[src/rtl/ysyx_prf_freelist_pkg.sv]
// ysyx_prf_freelist_pkg
//   Shared defaults for the physical register free list.
//   The widths come from the ysyx.svh global macros. They get fallback
//   values here so the block also builds on its own.
//   Exports:
//     DEF_PLEN : default physical register index width
//     DEF_RLEN : default architectural register index width

`ifndef YSYX_PHY_LEN
`define YSYX_PHY_LEN 6
`endif
`ifndef YSYX_REG_LEN
`define YSYX_REG_LEN 5
`endif

package ysyx_prf_freelist_pkg;

  localparam int DEF_PLEN = `YSYX_PHY_LEN;
  localparam int DEF_RLEN = `YSYX_REG_LEN;

endpackage

[src/rtl/ysyx_prf_freelist.sv]
// ysyx_prf_freelist
//   Circular free list of physical registers for a renaming pipeline.
//   Allocation proceeds speculatively from spec_head. Retirement frees the
//   stale mapping at tail and moves arch_head forward. A flush rewinds
//   spec_head to arch_head, which returns every in-flight allocation.
//   Ports:
//     clock, reset             : rising-edge clock, synchronous active-high reset
//     alloc_req                : rename asks for one destination prd
//     alloc_valid, alloc_prd   : a free prd exists / the prd at spec_head
//     cmt_valid, cmt_wen       : an instruction retires / it had allocated a prd
//     cmt_prs                  : stale prd released by the retiring instruction
//     flush                    : pipeline flush
//     free_cnt                 : speculatively free entries (tail - spec_head)
//   All outputs come from registered state only.

module ysyx_prf_freelist
  import ysyx_prf_freelist_pkg::*;
#(
  parameter int PLEN = DEF_PLEN,
  parameter int RLEN = DEF_RLEN
) (
  input  logic            clock,
  input  logic            reset,
  input  logic            alloc_req,
  output logic            alloc_valid,
  output logic [PLEN-1:0] alloc_prd,
  input  logic            cmt_valid,
  input  logic            cmt_wen,
  input  logic [PLEN-1:0] cmt_prs,
  input  logic            flush,
  output logic [PLEN:0]   free_cnt
);

  localparam int NPR   = 1 << PLEN;
  localparam int NARCH = 1 << RLEN;
  localparam int FL    = NPR - NARCH;

  logic [PLEN-1:0] entry [NPR];
  logic [PLEN:0]   spec_head;
  logic [PLEN:0]   arch_head;
  logic [PLEN:0]   tail;

  logic            alloc_fire;
  logic            rel_fire;
  logic [PLEN:0]   arch_head_next;
  logic [PLEN:0]   spec_head_next;
  logic [PLEN:0]   tail_next;

  assign alloc_valid = (tail != spec_head);
  assign alloc_prd   = entry[spec_head[PLEN-1:0]];
  assign free_cnt    = tail - spec_head;

  assign alloc_fire = alloc_req & alloc_valid & ~flush;
  assign rel_fire   = cmt_valid & cmt_wen;

  // A flush rewinds to the arch head as it will be after this cycle.
  // A retirement in the same cycle therefore counts as committed.
  always_comb begin
    arch_head_next = arch_head;
    tail_next      = tail;
    spec_head_next = spec_head;
    if (rel_fire) begin
      arch_head_next = arch_head + 1'b1;
      tail_next      = tail + 1'b1;
    end
    if (flush) begin
      spec_head_next = arch_head_next;
    end else if (alloc_fire) begin
      spec_head_next = spec_head + 1'b1;
    end
  end

  always_ff @(posedge clock) begin
    if (reset) begin
      spec_head <= '0;
      arch_head <= '0;
      tail      <= (PLEN+1)'(FL);
    end else begin
      spec_head <= spec_head_next;
      arch_head <= arch_head_next;
      tail      <= tail_next;
    end
  end

  // At reset, only the first FL slots are seeded with prds NARCH..NPR-1.
  // The rest hold nothing live until the ring wraps onto them.
  always_ff @(posedge clock) begin
    if (reset) begin
      for (int i = 0; i < FL; i++) begin
        entry[i] <= PLEN'(NARCH + i);
      end
    end else if (rel_fire) begin
      entry[tail[PLEN-1:0]] <= cmt_prs;
    end
  end

  logic [PLEN:0] occupancy;
  assign occupancy = tail - arch_head;

  a_no_release_zero : assert property (@(posedge clock) disable iff (reset)
    !(rel_fire && (cmt_prs == '0)));
  a_no_overflow : assert property (@(posedge clock) disable iff (reset)
    !(rel_fire && (occupancy == (PLEN+1)'(NPR))));
  a_no_alloc_empty : assert property (@(posedge clock) disable iff (reset)
    !(alloc_fire && (free_cnt == '0)));

endmodule
[config.mk]
export PLATFORM = sky130hd
export DESIGN_NAME = ysyx_prf_freelist
export DESIGN_NICKNAME = d
export VERILOG_FILES = /design/src/rtl/ysyx_prf_freelist_pkg.sv /design/src/rtl/ysyx_prf_freelist.sv
export SDC_FILE = /design/constraint.sdc
export NUM_CORES = 1
export LEC_CHECK = 0
export BUFFER_PORTS_ARGS = -buffer_cell sky130_fd_sc_hd__buf_2
export CAP_MARGIN = 20
export CORE_MARGIN = 2
export CORE_UTILIZATION = 28
export DETAILED_ROUTE_END_ITERATION = 7
export PLACE_DENSITY_LB_ADDON = 0.3
export SYNTH_ARGS = -nofsm -noshare
export SYNTH_HDL_FRONTEND = slang
export SYNTH_SLANG_ARGS = --single-unit
[constraint.sdc]
create_clock -name clock -period 4.7 [get_ports clock]
set_input_delay 0.705 -clock clock [delete_from_list [all_inputs] [get_ports clock]]
set_output_delay 0.705 -clock clock [all_outputs]
set_load 0.03 [all_outputs]
==> results.cfg <==
[status]
status = complete, no violations

[power]
power_w = 0.00799
power_leakage_nw = 5.91
power_density_mw_per_mm2 = 394
peakVddDrop_uv = 246
p_switching_w = 0.00184
combPwrFrac_pct = 7.3
p_clk_share_pct = 41.5
switching_share_pct = 23.0
p_int_w = 0.00615
pwr-share-seq_pct = 51.1

[logic_synthesis]
synth_xor_area_share_pct = 1.13
synthCells = 1147
syn_nets = 1169
synth_common_cells = edfxtp_1, nor2_1, nand2_1
synth-compound-area-share_pct = 4.06
synth_top_area_share_pct = 64.6
yosysMostFrequentCell = edfxtp_1
yosys_most_used_dff = edfxtp_1
synthTopCellsByArea = edfxtp_1, mux4_2, dfxtp_1, mux4_1, or3_1
yosys.area.top_type = edfxtp_1
synthSimpleGateAreaFrac_pct = 9.60
synth_seq_area_share_pct = 67.6
synth_fa_ha_area_share_pct = 0.743
synth_top_family_by_area = multiplexers
syn_avg_cell_area_sq_um = 15.6
synthesis.area_sq_mm = 0.0178
ys_seq_elements = 411
synth_cell_types = 46
muxShareOfSynthArea_pct = 13.5
synth-async-reset-ratio_pct = 0
ys_warn_count = 0
synth_edf_count = 384

[place]
gp_congestion = 0.802
dp_cells = 1974
dpl.hpwl_mm = 29.9
dp_slack_ns = 0.797
portBuffers = 25

[floorplan]
die_y_um = 256
dieWidth_um = 256
num_rows = 92
fp.coreArea_sq_mm = 0.0631
initial_core_util_pct = 28.3
die_area_sq_mm = 0.0658
io_pins = 26

[timing]
maxSlewViolCount = 0
setup_tns_ns = 0
relSlewSlack_pct = 30.3
setup_ws_ns = 0.292
final_hold_viol_count = 0
skew_ns = 0.0187
fmax_ghz = 0.227
min_period_ns = 4.41
setup_violations = 0
grt_setup_unrepaired = false
worstMarginPinSlew_ns = 1.04
min_period_over_period_pct = 93.8

[setup_path]
path_class = register to output port
setup.worst_path.start_class = register
path_delay_family = flip-flops
cp_cell_sequence = mux4_2 -> nor2b_1 -> a211oi_1 -> buf_4 -> o41ai_1 -> buf_2
crit_path_top_delay_cell = dfxtp_2
r2r_end = entry[5][1]
cp_slowest_stage_delay_ns = 0.95
worstPathMaxFanout = 32
timing.rr.start = tail[2]
required_ns = 3.99
cp.arrival_ns = 3.70
end_kind = output port
critPathBufInv = 2
worst-r2r-cell-count = 3
r2r_slack_ns = 1.76

[global_route]
grt_start_max_net_pins = 53
grt_usage_pct = 14.1
grt_pass1_wl_mm = 69.0
grt_pass1_vias = 10200
grt_overflow_total = 0
antenna_found_initial = 2

[cts]
cts_buffers = 44
htree_levels = 2
cts_resized = 0
clock_sinks = 411
ctsHoldBuffers = 0
post-cts-setup-buffer-count = 0
clockBufferDepth = 3
path_clk_slew_ns = 0.06
cts_tree = yes
clock_latency_ns = 0.57
root_buffer = clkbuf_16

[detailed_routing]
drc = 0
wl_per_cell_um = 22.6
routed_wl_mm = 46.5
firstDrtPassIters = 7
viasPerCell = 4.92
vias = 10100
drtIter0Drc = 903
detail-route-antenna-nets = 0

[hold_path]
worstHoldPathType = register to register
min_path_cells = 2
hold_end = arch_head[6]
hp-start = arch_head[6]

[final_layout]
synthToLayoutAreaGrowth_pct = 13.7
layout-drive-gt1-share_pct = 19.5
fin_nets = 1200
fin_util_pct = 32.2
stdcell_count = 2058
antennaDiodeCount = 0

[run]
max-cap-violations = 0
-- final cells by class --
class	count	area [sq um]
inverters	19	71.3
fillers	6208	42800
repair buffers	80	541
well taps	846	1060
clock buffers	60	1200
clock inverters	20	154
flip-flops and latches	411	12100
multi-input cells	622	5190
-- stage by stage --
stage          hold slack, ns  instance area, sq um
6_report                0.516                 20300
5_1_grt                 0.548                 20300
4_1_cts                 0.529                 20300
3_5_place_dp            0.514                 18900
3_3_place_gp            0.501                 18900
2_1_floorplan           0.470                 17800
-- power groups by stage --
| stage | clock [W] | combinational [W] | sequential (W) |
|---|---|---|---|
| floorplan | 0 | 0.000424 | 0.00411 |
| global placement | 0 | 0.000583 | 0.00416 |
| detailed placement | 0 | 0.000588 | 0.00417 |
| CTS | 0.00338 | 0.000590 | 0.00409 |
| global route | 0.00352 | 0.000624 | 0.00409 |
| finish | 0.00332 | 0.000585 | 0.00408 |
-- cells in the final DEF, fill, tap and decap left out, types with 23 or more instances in the layout --
cell       instances
mux2i_1           23
nand2_1           85
dfxtp_1           24
buf_4             50
o21ai_0           27
or3_1             63
mux4_2            78
nor2_1            95
buf_2             28
nor3_1            58
clkbuf_16         45
edfxtp_1         384
-- cells by family after synthesis --
family	count (synthesis)
DFF	411
and+or+nand+nor	358
muxes	119
buffers and inverters	114
AOI/OAI and AO/OA	112
xor gates and xnor gates	23
adders and majority gates	10
-- per-layer routing --
layer | vias up | share of wire [%] | track usage [%]
met5 | - | 0.028 | 0
met4 | 2 | 2.6 | 4.99
met3 | 66 | 6.9 | 2.50
met2 | 369 | 46 | 21.7
met1 | 5181 | 44 | 20.1
li1 | 4504 | - | -
-- worst max-delay path by stage --
stage             start  slack, ns           end  depth (start not counted)
2_1_floorplan  register       1.77  alloc_prd[4]                          6
3_3_place_gp   register       0.82  alloc_prd[1]                          6
3_5_place_dp   register       0.80  alloc_prd[1]                          6
4_1_cts        register       0.19  alloc_prd[1]                          6
5_1_grt        register       0.17  alloc_prd[1]                          6
6_report       register       0.29  alloc_prd[1]                          6
-- sequential cells by signal, summed over array words and instances (netlist names), named ones only --
signal	cells
tail	7
spec_head	7
arch_head	7
entry	384
-- worst min-delay path, stage by stage (launching register included) --
cell and delay [ns]:
dfxtp_1 0.32, xnor2_1 0.09, nor2_1 0.08
(Power assumes the default switching activity.)
